**src/rtl/apb_slave.sv**
```systemverilog
// ---------------------------------------------------------------------------
// apb_slave
//   APB slave front end for a timer register file. It tracks the APB
//   SETUP/ACCESS phases, optionally inserts WAIT_STATES extra access cycles,
//   and emits one-cycle completion strobes toward the register file.
//
// Handshake: a transfer opens when tim_psel=1 with tim_penable=0 (SETUP). It
//   completes on the edge where tim_psel=1 and tim_penable=1 have been held
//   for WAIT_STATES+1 consecutive edges. On that edge tim_pready, wr_en or
//   rd_en, and tim_pslverr are registered high for exactly one cycle.
//   Dropping tim_psel, or tim_penable once it has been raised, abandons the
//   transfer with no strobes.
//
// Parameters
//   WAIT_STATES    : extra ACCESS cycles before completion (0..15)
// Ports
//   sys_clk        : clock, rising edge
//   sys_rst_n      : asynchronous active-low reset
//   tim_psel       : APB select
//   tim_pwrite     : 1 = write, 0 = read
//   tim_penable    : APB enable (access phase)
//   reg_error_flag : register-file error for the current access
//   tim_pready     : transfer complete (registered, one cycle)
//   tim_pslverr    : transfer error, only ever high together with tim_pready
//   wr_en          : register write strobe (registered, one cycle)
//   rd_en          : register read strobe (registered, one cycle)
//   dbg_state      : current FSM state (0 IDLE, 1 SETUP, 2 ACCESS)
// ---------------------------------------------------------------------------
module apb_slave #(
  parameter int unsigned WAIT_STATES = 0
) (
  input  logic       sys_clk,
  input  logic       sys_rst_n,
  input  logic       tim_psel,
  input  logic       tim_pwrite,
  input  logic       tim_penable,
  input  logic       reg_error_flag,
  output logic       tim_pready,
  output logic       tim_pslverr,
  output logic       wr_en,
  output logic       rd_en,
  output logic [1:0] dbg_state
);

  typedef enum logic [1:0] {
    ST_IDLE   = 2'd0,
    ST_SETUP  = 2'd1,
    ST_ACCESS = 2'd2
  } state_e;

  // Counter value on the final ACCESS edge; unused when WAIT_STATES is 0.
  localparam logic [3:0] LAST_CNT = (WAIT_STATES == 0) ? 4'd0 : 4'(WAIT_STATES - 1);

  state_e     state_q, state_d;
  logic [3:0] cnt_q, cnt_d;
  logic       pready_q, pready_d;
  logic       pslverr_q, pslverr_d;
  logic       wr_q, wr_d;
  logic       rd_q, rd_d;
  logic       done;

  always_ff @(posedge sys_clk or negedge sys_rst_n) begin
    if (!sys_rst_n) begin
      state_q   <= ST_IDLE;
      cnt_q     <= 4'd0;
      pready_q  <= 1'b0;
      pslverr_q <= 1'b0;
      wr_q      <= 1'b0;
      rd_q      <= 1'b0;
    end else begin
      state_q   <= state_d;
      cnt_q     <= cnt_d;
      pready_q  <= pready_d;
      pslverr_q <= pslverr_d;
      wr_q      <= wr_d;
      rd_q      <= rd_d;
    end
  end

  always_comb begin
    state_d   = state_q;
    cnt_d     = cnt_q;
    done      = 1'b0;
    pready_d  = 1'b0;
    pslverr_d = 1'b0;
    wr_d      = 1'b0;
    rd_d      = 1'b0;

    case (state_q)
      ST_IDLE: begin
        // penable without a preceding setup cycle is not a transfer.
        if (tim_psel && !tim_penable) begin
          state_d = ST_SETUP;
        end
        cnt_d = 4'd0;
      end

      ST_SETUP: begin
        if (!tim_psel) begin
          state_d = ST_IDLE;
        end else if (tim_penable) begin
          if (WAIT_STATES == 0) begin
            done    = 1'b1;
            state_d = ST_IDLE;
          end else begin
            state_d = ST_ACCESS;
            cnt_d   = 4'd0;
          end
        end
      end

      ST_ACCESS: begin
        if (tim_psel && tim_penable) begin
          if (cnt_q == LAST_CNT) begin
            done    = 1'b1;
            state_d = ST_IDLE;
            cnt_d   = 4'd0;
          end else begin
            cnt_d = cnt_q + 4'd1;
          end
        end else begin
          state_d = ST_IDLE;
          cnt_d   = 4'd0;
        end
      end

      default: begin
        state_d = ST_IDLE;
        cnt_d   = 4'd0;
      end
    endcase

    // Strobes are only raised for the completion edge; default 0 makes them
    // one-cycle pulses and keeps pslverr tied to pready.
    if (done) begin
      pready_d  = 1'b1;
      wr_d      = tim_pwrite;
      rd_d      = !tim_pwrite;
      pslverr_d = reg_error_flag;
    end
  end

  assign tim_pready  = pready_q;
  assign tim_pslverr = pslverr_q;
  assign wr_en       = wr_q;
  assign rd_en       = rd_q;
  assign dbg_state   = state_q;

endmodule

```
**config.mk**
```make
export PLATFORM = sky130hd
export DESIGN_NAME = apb_slave
export DESIGN_NICKNAME = d
export VERILOG_FILES = /design/src/rtl/apb_slave.sv
export SDC_FILE = /design/constraint.sdc
export NUM_CORES = 1
export LEC_CHECK = 0
export ABC_CLOCK_PERIOD_IN_PS = 800
export CAP_MARGIN = 20
export CORE_AREA = 2 2 39 41
export DETAILED_ROUTE_END_ITERATION = 12
export DIE_AREA = 0 0 41 43
export HOLD_SLACK_MARGIN = 0.12
export PLACE_DENSITY = 0.49
export SLEW_MARGIN = 20
export SYNTH_ARGS = -nofsm -noshare
export SYNTH_HDL_FRONTEND = slang
export SYNTH_SLANG_ARGS = --single-unit
```
**constraint.sdc**
```tcl
create_clock -name sys_clk -period 0.8 [get_ports sys_clk]
set_input_delay 0.16 -clock sys_clk [delete_from_list [all_inputs] [get_ports sys_clk]]
set_output_delay 0.16 -clock sys_clk [all_outputs]
set_load 0.02 [all_outputs]
```
==> flow_summary_export.csv, run 1 <==
group,metric,value,unit
timing,finalCritPeriodShare,115.5,%
die,start_util,13.02,%
drt,routedWlPerCell,7.952,um
layout,drive_gt1_share,42.31,%
critical_path,r2r_start,"dbg_state[0]$_DFFE_PN0P_",
die,fp-row-count,14,
synthesis,ys_types,7,
grt,gr-total-overflow,0,
critical_path,reg2reg_depth,2,
timing,hold_violations,0,
clock_network,clock_latency,0.24,ns
critical_path,path_class,"reg -> out",
die,die_h,43,um
synthesis,seq_area_frac_synth,69.44,%
layout,final_cells,42,
clock_network,clk_pin_slew,0.04,ns
synthesis,postSynthAreaPerCell,15.01,sq um
drt,viasPerCell,3.405,
critical_path,critPathTopFamily,"flip-flops",
synthesis,synth_nets,18,
timing,finalWorstSetupSlack,-0.1236,ns
drt,drt-total-wl,334,um
drt,first_iter_violations,0,
critical_path,worstSetupStartpointType,"flip-flop",
hold_path,hold_path.class,"in -> async",
critical_path,crit_start,"dbg_state[0]$_DFFE_PN0P_",
critical_path,cp-endpoint,"dbg_state[0]",
timing,finalSetupViolCount,7,
critical_path,cp-end-kind,"primary output",
timing,max_freq,1.083,GHz
drt,num_vias,143,
synthesis,ys_ff_latch,5,
grt,first_global_vias,138,
layout,final_cell_mix,"5 x dfrtp_1, 5 x clkdlybuf4s50_1, 5 x buf_6",
critical_path,critical_path_depth,1,
timing,fin_skew,0.0002546,ns
timing,finalCriticalPeriod,0.9236,ns
critical_path,cp.required,0.64,ns
layout,n_antenna_cell,0,
timing,hold_ws,0.1382,ns
critical_path,reg2reg_to,"rd_en$_DFF_PN0_",
clock_network,root_buffer,"clkbuf_4",
clock_network,postCtsSetupRepairBufs,0,
die,dieArea,0.001763,sq mm
die,ios,12,
critical_path,critPathMaxStageDelay,0.39,ns
timing,maxSlewViolCount,0,
clock_network,cts.sinks,5,
die,die_w,41,um
synthesis,syn_area,180.2,sq um
critical_path,worstPathMaxFanout,2,
critical_path,critPathArrivalTime,0.76,ns
pwr,leakage,0.1650,nW
clock_network,numCtsBuffers,3,
placed_design,dp_cells,38,
outcome,status,"finished, violations left",
synthesis,yosys_warnings,0,
layout,areaGrowthSynthToFinish,84.72,%
critical_path,crit_path_top_delay_cell,"dfrtp_1",
synthesis,synth_cells,12,
pwr,peakVddDrop,0.0003168,V
clock_network,clock_path_buffers,2,
layout,finalNetCount,33,
critical_path,worst-path-buf-inv,1,
job,cap_violations,0,
pwr,p_per_area,1849,mW/mm^2
grt,grt_usage,5.870,%
outcome,violations,"setup timing",
placed_design,portBuffers,10,
critical_path,path_cells,"buf_6",
placed_design,place_congestion,0.5255,
drt,firstDrtPassIters,1,
critical_path,timing.reg2reg.setup_slack,-0.04,ns
layout,final_core_utilization,24.05,%
die,core_area,0.001384,sq mm
drt,drcViolationCount,0,
clock_network,cts_max_level,1,
timing,rsz0062_at_grt,"yes",
grt,grt_antenna_before_repair,0,
grt,grt_pass1_wl,545,um
clock_network,cts_tree,"built",
grt,grt_max_degree,6,
drt,drtAntennaViolNets,0,
## report_power, final
part	total (W)	switching (W)	internal, W
registers	0.000264	0.00000366	0.000260
clock network	0.000282	0.0000940	0.000188
logic	0.0000693	0.0000283	0.0000410
total	0.000615	0.000126	0.000489
## state kept, by name, summed over array words and instances, names as in the netlist
signal,count
dbg_state,1
rd_en,1
tim_pready,1
tim_pslverr,1
wr_en,1
## worst min-delay path by stage
stage,slack (ns),from,endpoint,depth (start not counted)
after detailed placement,0.39,sys_rst_n,dbg_state[0]$_DFFE_PN0P_,1
after global routing,0.13,sys_rst_n,tim_pready$_DFF_PN0_,1
after CTS,0.13,sys_rst_n,rd_en$_DFF_PN0_,1
after global placement,0.38,sys_rst_n,rd_en$_DFF_PN0_,1
final,0.14,sys_rst_n,rd_en$_DFF_PN0_,1
after floorplan,-0.14,sys_rst_n,dbg_state[0]$_DFFE_PN0P_,0
## cell type report
class,instances,area (sq um)
flip-flops and latches,5,125.1
well taps,16,20.02
fillers,148,1051
repair buffers,11,113.9
multi-input cells,6,47.55
clock buffers,4,26.28
## synthesized netlist by cell type
| cell type | number | share of area, % |
|---|---|---|
| and4_1 | 2 | 9.7 |
| and4b_1 | 1 | 5.6 |
| buf_4 | 1 | 4.2 |
| conb_1 | 1 | 2.1 |
| dfrtp_1 | 5 | 69 |
| and3_2 | 1 | 4.2 |
| and2b_2 | 1 | 4.9 |
## what timing repair did
item	4_1_cts	5_1_grt
gates resized for setup	30	0
gates cloned	0	0
endpoints found under the setup margin	7	9
endpoints found under the hold margin	0	0
hold buffers	0	0
## cell families (layout without fill, tap and decap cells)
kind of cell	count (synthesis)	after routing	share of synthesized area, %
buffers and inverters	1	15	4.168
flip-flops	5	5	69.44
AND/OR/NAND/NOR	5	5	24.31
other	1	1	2.081
## routing by layer
metal	track usage, %	share of wire (%)
met5	0	0
met4	10.00	7.5
met3	4.712	21
met2	5.313	32
met1	5.611	39
## through the flow
stage / area, sq um / TNS, ns / total power [W] / worst slack [ns]
after global placement: 300.3 / -2.043 / 0.0003328 / -0.2762
after floorplan: 180.2 / 0 / 0.0002889 / 0.007639
final: 332.8 / -0.5325 / 0.0006153 / -0.1236
after CTS: 332.8 / -0.5910 / 0.0006289 / -0.1345
after global routing: 332.8 / -0.7724 / 0.0006631 / -0.1563
after detailed placement: 300.3 / -2.185 / 0.0003346 / -0.3015
No activity file was read; power rests on OpenSTA's default activity.
==> run 2, diff against run 1 <==
--- a/config.mk
+++ b/config.mk
@@ -5,13 +5,13 @@
 export SDC_FILE = /design/constraint.sdc
 export NUM_CORES = 1
 export LEC_CHECK = 0
-export ABC_CLOCK_PERIOD_IN_PS = 800
+export ABC_CLOCK_PERIOD_IN_PS = 1000
 export CAP_MARGIN = 20
 export CORE_AREA = 2 2 39 41
 export DETAILED_ROUTE_END_ITERATION = 12
 export DIE_AREA = 0 0 41 43
 export HOLD_SLACK_MARGIN = 0.12
-export PLACE_DENSITY = 0.49
+export PLACE_DENSITY = 0.48
 export SLEW_MARGIN = 20
 export SYNTH_ARGS = -nofsm -noshare
 export SYNTH_HDL_FRONTEND = slang
==> constraint.sdc (replaced) <==
create_clock -name sys_clk -period 1 [get_ports sys_clk]
set_input_delay 0.2 -clock sys_clk [delete_from_list [all_inputs] [get_ports sys_clk]]
set_output_delay 0.2 -clock sys_clk [all_outputs]
set_load 0.02 [all_outputs]
==> run 2 against run 1 <==
Compared with the run above:
- the run now ends clean
- combinational power decreased by 22%
- hold slack improved by 0.036 ns
- critical path depth is the same
- routed wire length up 4.2%
- utilization is 1.5 points lower
- sequential share of layout area increased by 2.6 points
- first-iteration DRC count unchanged
- clock power is 20% lower
- die area unchanged
- via count shrank 0.70%
- sequential cell count unchanged
- cell area decreased by 6.4%
==> flow_summary_export.csv, run 2 (synthesized netlist as in run 1, its figures left out) <==
group,metric,value,unit
outcome,status,"complete, no violations",
clock_network,cts.sinks,5,
die,dieArea,0.001763,sq mm
critical_path,critPathMaxStageDelay,0.37,ns
critical_path,path_class,"reg -> out",
layout,areaGrowthSynthToFinish,72.92,%
critical_path,path_cells,"buf_4",
hold_path,hold_path.class,"in -> async",
timing,max_freq,1.041,GHz
placed_design,dp_cells,38,
placed_design,portBuffers,10,
drt,firstDrtPassIters,1,
drt,num_vias,142,
drt,viasPerCell,3.302,
die,ios,12,
grt,grt_antenna_before_repair,0,
critical_path,critPathTopFamily,"flip-flops",
layout,finalNetCount,34,
timing,rsz0062_at_grt,"no",
timing,finalWorstSetupSlack,0.03914,ns
drt,routedWlPerCell,8.093,um
timing,hold_ws,0.1745,ns
critical_path,worstPathMaxFanout,2,
clock_network,clock_latency,0.24,ns
clock_network,clock_path_buffers,2,
placed_design,dp_slack,-0.1404,ns
pwr,totalPowerFinal,0.0004892,W
die,core_area,0.001384,sq mm
critical_path,cp.required,0.80,ns
drt,first_iter_violations,0,
critical_path,r2r_start,"dbg_state[0]$_DFFE_PN0P_",
clock_network,cts_tree,"built",
clock_network,numCtsBuffers,3,
clock_network,clk_pin_slew,0.04,ns
pwr,peakVddDrop,0.0002847,V
grt,grt_pass1_wl,517,um
critical_path,cp-end-kind,"primary output",
grt,grt_usage,5.567,%
clock_network,hold_buffers,0,
drt,drcViolationCount,0,
critical_path,reg2reg_depth,3,
critical_path,worstSetupStartpointType,"flip-flop",
critical_path,critical_path_depth,1,
pwr,leakage,0.1665,nW
drt,drt-total-wl,348,um
pwr,p_per_area,1570,mW/mm^2
layout,n_antenna_cell,0,
die,die_w,41,um
layout,final_cell_mix,"5 x dfrtp_1, 5 x clkdlybuf4s50_1, 4 x buf_2",
critical_path,crit_start,"dbg_state[0]$_DFFE_PN0P_",
layout,drive_gt1_share,44.44,%
grt,grt_max_degree,6,
grt,first_global_vias,146,
placed_design,place_congestion,0.5470,
job,cap_violations,0,
clock_network,root_buffer,"clkbuf_4",
drt,drtAntennaViolNets,0,
timing,finalCriticalPeriod,0.9609,ns
die,fp-row-count,14,
critical_path,crit_path_top_delay_cell,"dfrtp_1",
die,die_h,43,um
critical_path,critPathArrivalTime,0.76,ns
clock_network,cts_max_level,1,
timing,fin_skew,0.0002947,ns
timing,hold_violations,0,
layout,final_cells,43,
timing,finalCritPeriodShare,96.09,%
die,start_util,13.02,%
timing,maxSlewViolCount,0,
critical_path,worst-path-buf-inv,1,
grt,gr-total-overflow,0,
timing,finalSetupViolCount,0,
==> run 2: changes by cell type in the layout (fill, tap and decap cells not counted) <==
| cell | change |
|---|---|
| buf_2 | +4 |
| buf_6 | -5 |
| buf_4 | +2 |
==> run 2: worst reg2reg max path, cell delays in order, from the launching register on <==
cell and delay (ns):
dfrtp_1 0.37, buf_4 0.13, buf_4 0.13, and4b_1 0.19
==> run 2: path summary, 6_finish.rpt <==
path / to / slack (ns)
worst max-delay path: dbg_state[0] / 0.04
worst min-delay path: tim_pready$_DFF_PN0_ / 0.17
worst max register to register: rd_en$_DFF_PN0_ / 0.06
worst min register to register: tim_pready$_DFF_PN0_ / 0.73
max in group asynchronous: tim_pslverr$_DFF_PN0_ / 0.65
min in group sys_clk: tim_pslverr$_DFF_PN0_ / 0.58
==> run 2: metal layers <==
| layer | up-vias | global-route usage (%) | routed length [um] |
|---|---|---|---|
| met5 | - | 0 | 0 |
| met4 | 0 | 10.00 | 25 |
| met3 | 4 | 4.712 | 69 |
| met2 | 14 | 5.625 | 115 |
| met1 | 55 | 4.290 | 138 |
| li1 | 69 | - | - |
==> run 2: metrics by stage <==
stage | util (%) | setup TNS [ns] | instance area, sq um
5_1_grt | 22.51 | 0 | 311.5
3_3_place_gp | 21.70 | -0.5336 | 300.3
2_1_floorplan | - | 0 | 180.2
6_report | 22.51 | 0 | 311.5
4_1_cts | 21.79 | 0 | 301.5
3_5_place_dp | 21.70 | -0.5957 | 300.3
==> run 2: timing repair <==
| action | in CTS | in global routing |
|---|---|---|
| endpoints found under the hold margin | 0 | 0 |
| setup endpoints to repair | 5 | 1 |
| buffers inserted | 0 | 1 |
| resized for setup | 20 | 1 |
==> run 2: cell type report <==
class,count,area (sq um)
Sequential cell,5,125.1
Timing Repair Buffer,12,92.59
Multi-Input combinational cell,6,47.55
Fill cell,159,1072
Clock buffer,4,26.28
Tap cell,16,20.02
==> run 2: power by group <==
part	leakage [nW]	total (W)	switching, W	internal (W)
registers	0.0682	0.000210	0.00000156	0.000208
clock network	0.0150	0.000225	0.0000749	0.000150
logic	0.0834	0.0000542	0.0000236	0.0000306
total	0.167	0.000489	0.000100	0.000389
